`src/rtl/ats_pkg.sv`:
```
// Shared widths, FSM state type and ATS status codes for the ATS host block.
package ats_pkg;

  localparam int CTRL_W     = 16;
  localparam int NUM_ALARMS = 24;

  typedef enum logic [1:0] {
    IDLE  = 2'b00,
    ISSUE = 2'b01,
    RESP  = 2'b10
  } host_state_e;

  typedef enum logic [1:0] {
    ATS_STAT_NONE = 2'b00,
    ATS_STAT_DONE = 2'b01,
    ATS_STAT_BUSY = 2'b10,
    ATS_STAT_ERR  = 2'b11
  } ats_stat_e;

endpackage

```
`src/rtl/ats_evt_capture.sv`:
```
// Turns the ATS alarm-finished vector into sticky pending flags, an overflow flag
// and a registered interrupt line.
module ats_evt_capture
  import ats_pkg::*;
(
  input  logic                  clk,
  input  logic                  reset,
  input  logic [NUM_ALARMS-1:0] data,
  input  logic [NUM_ALARMS-1:0] evt_clr,
  output logic [NUM_ALARMS-1:0] evt_pending,
  output logic                  evt_ovf,
  output logic                  evt_irq
);

  logic [NUM_ALARMS-1:0] data_q_r;
  logic [NUM_ALARMS-1:0] pending_r;
  logic [NUM_ALARMS-1:0] rise_s;
  logic                  ovf_r;
  logic                  irq_r;
  logic                  clr_all_s;
  logic                  ovf_hit_s;

  // A two-cycle finished pulse yields a single rise.
  assign rise_s    = data & ~data_q_r;
  assign clr_all_s = &evt_clr;
  assign ovf_hit_s = |(rise_s & pending_r & ~evt_clr);

  // Edge history, sticky pending/overflow flags and the lagged interrupt.
  always_ff @(posedge clk) begin
    if (reset) begin
      data_q_r  <= '0;
      pending_r <= '0;
      ovf_r     <= 1'b0;
      irq_r     <= 1'b0;
    end else begin
      data_q_r  <= data;
      pending_r <= (pending_r & ~evt_clr) | rise_s;
      if (clr_all_s) begin
        ovf_r <= 1'b0;
      end else if (ovf_hit_s) begin
        ovf_r <= 1'b1;
      end else begin
        ovf_r <= ovf_r;
      end
      irq_r <= |pending_r;
    end
  end

  assign evt_pending = pending_r;
  assign evt_ovf     = ovf_r;
  assign evt_irq     = irq_r;

endmodule

```
`src/rtl/ats_host.sv`:
```
// Host-side initiator for the ATS alarm/timer service: command handshake FSM plus event capture.
// Optional ISSUE timeout abort is built when ATS_HOST_TIMEOUT_EN is defined.
module ats_host
  import ats_pkg::*;
#(
  parameter int TIMEOUT_CYCLES = 64
) (
  input  logic                  clk,
  input  logic                  reset,
  input  logic                  cmd_valid,
  output logic                  cmd_ready,
  input  logic [CTRL_W-1:0]     cmd_a,
  input  logic [CTRL_W-1:0]     cmd_b,
  output logic                  rsp_valid,
  output logic [1:0]            rsp_stat,
  output logic                  rsp_to,
  output logic                  req,
  output logic [CTRL_W-1:0]     ctrlA,
  output logic [CTRL_W-1:0]     ctrlB,
  input  logic                  ready,
  input  logic [1:0]            stat,
  input  logic [NUM_ALARMS-1:0] data,
  output logic [NUM_ALARMS-1:0] evt_pending,
  input  logic [NUM_ALARMS-1:0] evt_clr,
  output logic                  evt_ovf,
  output logic                  evt_irq
);

  host_state_e       state_r;
  logic              req_r;
  logic [CTRL_W-1:0] ctrl_a_r;
  logic [CTRL_W-1:0] ctrl_b_r;
  logic              rsp_valid_r;
  logic [1:0]        rsp_stat_r;
  logic              to_hit_s;

`ifdef ATS_HOST_TIMEOUT_EN
  logic [15:0] to_cnt_r;
  logic        rsp_to_r;

  assign to_hit_s = (to_cnt_r == 16'(TIMEOUT_CYCLES - 1));

  // Counts ISSUE cycles; restarts whenever the FSM is elsewhere.
  always_ff @(posedge clk) begin
    if (reset) begin
      to_cnt_r <= 16'd0;
    end else if (state_r == ISSUE) begin
      to_cnt_r <= to_cnt_r + 16'd1;
    end else begin
      to_cnt_r <= 16'd0;
    end
  end

  // Timeout flag accompanies the response strobe only.
  always_ff @(posedge clk) begin
    if (reset) begin
      rsp_to_r <= 1'b0;
    end else if (state_r == ISSUE) begin
      rsp_to_r <= !ready && to_hit_s;
    end else begin
      rsp_to_r <= 1'b0;
    end
  end

  assign rsp_to = rsp_to_r;
`else
  localparam int unused_timeout_cycles = TIMEOUT_CYCLES;
  assign to_hit_s = 1'b0;
  assign rsp_to   = 1'b0;
`endif

  // Command FSM; ready wins over a timeout on the same edge.
  always_ff @(posedge clk) begin
    if (reset) begin
      state_r     <= IDLE;
      req_r       <= 1'b0;
      ctrl_a_r    <= '0;
      ctrl_b_r    <= '0;
      rsp_valid_r <= 1'b0;
      rsp_stat_r  <= ATS_STAT_NONE;
    end else begin
      case (state_r)
        IDLE: begin
          rsp_valid_r <= 1'b0;
          if (cmd_valid) begin
            state_r  <= ISSUE;
            req_r    <= 1'b1;
            ctrl_a_r <= cmd_a;
            ctrl_b_r <= cmd_b;
          end else begin
            state_r <= IDLE;
          end
        end
        ISSUE: begin
          if (ready || to_hit_s) begin
            state_r     <= RESP;
            req_r       <= 1'b0;
            ctrl_a_r    <= '0;
            ctrl_b_r    <= '0;
            rsp_valid_r <= 1'b1;
            rsp_stat_r  <= ready ? stat : ATS_STAT_NONE;
          end else begin
            state_r <= ISSUE;
          end
        end
        RESP: begin
          state_r     <= IDLE;
          rsp_valid_r <= 1'b0;
          rsp_stat_r  <= ATS_STAT_NONE;
        end
        default: begin
          state_r     <= IDLE;
          req_r       <= 1'b0;
          ctrl_a_r    <= '0;
          ctrl_b_r    <= '0;
          rsp_valid_r <= 1'b0;
          rsp_stat_r  <= ATS_STAT_NONE;
        end
      endcase
    end
  end

  assign cmd_ready = (state_r == IDLE);
  assign req       = req_r;
  assign ctrlA     = ctrl_a_r;
  assign ctrlB     = ctrl_b_r;
  assign rsp_valid = rsp_valid_r;
  assign rsp_stat  = rsp_stat_r;

  ats_evt_capture u_evt (
    .clk         (clk),
    .reset       (reset),
    .data        (data),
    .evt_clr     (evt_clr),
    .evt_pending (evt_pending),
    .evt_ovf     (evt_ovf),
    .evt_irq     (evt_irq)
  );

endmodule

```
`config.mk`:
```
export PLATFORM = sky130hd
export DESIGN_NAME = ats_host
export DESIGN_NICKNAME = d
export VERILOG_FILES = /design/src/rtl/ats_pkg.sv /design/src/rtl/ats_evt_capture.sv /design/src/rtl/ats_host.sv
export SDC_FILE = /design/constraint.sdc
export NUM_CORES = 1
export LEC_CHECK = 0
export ABC_AREA = 1
export BUFFER_PORTS_ARGS = -buffer_cell sky130_fd_sc_hd__buf_2
export CORE_MARGIN = 3
export CORE_UTILIZATION = 50
export DETAILED_ROUTE_END_ITERATION = 10
export PLACE_DENSITY = 0.84
export SLEW_MARGIN = 10
export SYNTH_ARGS = -nofsm -noshare
export SYNTH_HDL_FRONTEND = slang
export SYNTH_HIERARCHICAL = 1
export SYNTH_SLANG_ARGS = --single-unit
export TNS_END_PERCENT = 10
```
`constraint.sdc`:
```
create_clock -name clk -period 2 [get_ports clk]
set_input_delay 0.4 -clock clk [delete_from_list [all_inputs] [get_ports clk]]
set_output_delay 0.4 -clock clk [all_outputs]
set_load 0.02 [all_outputs]
```
==> flow_metrics.py <==
metrics = {
    "run_status": {
        "outcome": "complete, no violations",
    },
    "sta": {
        "grt_setup_unrepaired": "no",
        "finalSetupViolCount": 0,
        "worst_slack_ps": 516,
        "post-route-period-util_pct": 74.2,
        "finClkSkew_ps": 7.79,
        "tns_ps": 0,
        "slew_viol_final": 0,
        "fin_hold_ws_ps": 248,
        "fmax_mhz": 674,
        "hold_violations": 0,
        "final_period_minus_worst_setup_slack_ps": 1480,
    },
    "yosys": {
        "ys_warn_count": 6,
        "synth_top_area_share_pct": 50.8,
        "syn_avg_cell_area_um2": 7.43,
        "yosys-top-cells-area": "dfxtp_1, nand2_1, nor2_1, a21oi_1, nand3_1",
        "netlist_area_mm2": 0.00347,
        "synth_nets": 553,
        "synthTopCellsByCount": "dfxtp_1, nand2_1, nor2_1",
        "syn_inst": 467,
        "yosysTopAreaCell": "dfxtp_1",
        "synth_enable_flop_cells": 0,
        "synth_ff_type": "dfxtp_1",
        "async_flop_share_pct": 0,
        "ys_seq_area_share_pct": 50.8,
        "ys_ff_latch": 88,
        "synth_cell_types": 22,
    },
    "clock_tree": {
        "post_cts_buffers": 0,
        "clock_path_buffers": 2,
        "cts_hold_buf": 0,
        "clkSinkCount": 88,
        "clkLatencyLatePin_ps": 350,
        "cts-buffers-inserted": 9,
        "cts_tree": "built",
        "cts-root-buf": "clkbuf_8",
        "cts.repair.resized": 0,
        "clkTransAtPathRegs_ps": 80,
        "ctsHtreeMaxLevel": 3,
    },
    "setup_path": {
        "cp_cell_sequence": "nor2_4, buf_2",
        "path_buf_inv": 1,
        "arrival_ps": 1080,
        "critPathTopFamily": "flip-flops",
        "cpPeakStageDelay_ps": 500,
        "path_max_fanout": 7,
        "crit_type": "flip-flop to output port",
        "end_kind": "output port",
        "critPathRequiredTime_ps": 1600,
        "crit_path_top_delay_cell": "dfxtp_1",
        "start_kind": "flip-flop",
    },
    "routing": {
        "vias": 3459,
        "viasPerCell": 5.00,
        "drtIter0Drc": 146,
        "wl_per_cell_um": 12.7,
        "firstDrtPassIters": 4,
        "ant_nets": 0,
        "drc": 0,
        "drt-total-wl_um": 8800,
    },
    "placement": {
        "place_area_mm2": 0.00422,
        "hpwl_um": 6520,
        "pre_cts_slack_ps": 446,
        "gp_congestion": 0.827,
        "dp.cells": 676,
        "port_buffers": 148,
    },
    "global_route": {
        "grt_max_degree": 36,
        "grt_pass1_vias": 3071,
        "grt_pass1_wl_um": 13500,
        "antenna_found_initial": 1,
        "overflow": 0,
        "grt_use_total_pct": 21.8,
    },
    "min_path": {
        "min_path_type": "input port to flip-flop",
    },
    "floorplan": {
        "core_mm2": 0.00653,
        "io_pins": 150,
        "rows": 29,
        "dieArea_mm2": 0.00797,
        "start_util_pct": 53.1,
        "dieHeight_um": 89.3,
        "die_w_um": 89.3,
    },
    "layout": {
        "regArea_mm2": 0.00176,
        "fin_nets": 696,
        "finalNonFillerCells": 692,
        "multi_input_area_mm2": 0.00134,
        "drive_above_1_share_pct": 32.8,
        "antennaDiodeCount": 0,
        "n_fill_cell": 559,
        "area_growth_pct": 28.3,
        "fin_area_mm2": 0.00445,
    },
    "power": {
        "p_leak_nw": 2.31,
        "irDropWorstVdd_v": 0.000521,
        "power_density_mw_per_mm2": 875,
    },
    "flow_run": {
        "drv_cap": 0,
    },
}
-- flip-flops by register name, indices dropped and copies added (netlist names), 2 cells and up --
name / flops
state_r: 2
ctrlA: 16
u_evt/data_q_r: 24
u_evt/evt_pending: 24
rsp_stat: 2
ctrlB: 16
-- area by class of cell --
| cell class | count | share of cell area [%] |
|---|---|---|
| clock inverters | 6 | 2.05 |
| multi-input cells | 291 | 30.1 |
| clock buffers | 10 | 3.09 |
| repair buffers | 152 | 17.3 |
| inverters | 68 | 5.73 |
| flip-flops and latches | 88 | 39.6 |
| well taps | 77 | 2.16 |
-- metrics by stage --
stage               util [%]  power, W
finish                  68.2   0.00390
global placement        64.7   0.00255
detailed placement      64.7   0.00256
global route            68.2   0.00408
floorplan                  -   0.00233
CTS                     68.2   0.00393
-- path summary, 6_finish.rpt --
| kind | start | endpoint | slack, ps | depth (start not counted) |
|---|---|---|---|---|
| setup / recovery | state_r[0]$_SDFF_PP0_ | cmd_ready | 520 | 2 |
| hold / removal | stat[0] | rsp_stat[0]$_SDFFE_PP0P_ | 250 | 3 |
| setup reg to reg | state_r[0]$_SDFF_PP0_ | ctrlB[9]$_SDFFE_PP0P_ | 520 | 5 |
| hold reg to reg | req$_SDFFE_PP0P_ | req$_SDFFE_PP0P_ | 470 | 2 |
-- worst min-delay path, cell delays in order --
cell,delay [ps]
buf_2,80
nand2_1,40
nand2_1,40
-- metal layers --
metal	share of wire, %	global-route usage, %	up-vias	routed length (um)
met4	1.1	8.93	2	93
met3	9.2	5.81	10	813
met5	0.20	0	-	18
met1	42	26.0	1545	3700
met2	47	37.2	152	4180
li1	-	-	1750	-
-- power breakdown --
part / internal [W] / leakage (nW) / switching, W
sequential: 0.00186 / 0.728 / 0.0000623
combinational: 0.000224 / 1.47 / 0.000379
clock: 0.000742 / 0.105 / 0.000629
-- cells in the final DEF (no fill, tap or decap) --
cell,count
buf_2,148
buf_4,4
inv_6,1
bufinv_16,2
nor2_1,72
clkinv_1,2
clkbuf_8,10
a21oi_1,47
o21a_1,12
a21oi_2,1
nor4_1,3
o21ai_2,1
conb_1,1
nand2_1,88
nand3_1,37
nor2_4,1
inv_1,45
nand2_2,2
dfxtp_1,88
inv_2,21
nor3_1,3
nand4_1,15
nand2_4,1
nor2_2,7
clkinvlp_4,3
-- logic make-up after synthesis --
family	count (synthesis)	synth area share, %
buf+inv	88	10.6
flops	88	50.8
simple gates	229	28.6
other cells	1	0.108
compound gates	61	9.88
No activity file was read; power rests on OpenSTA's default activity.
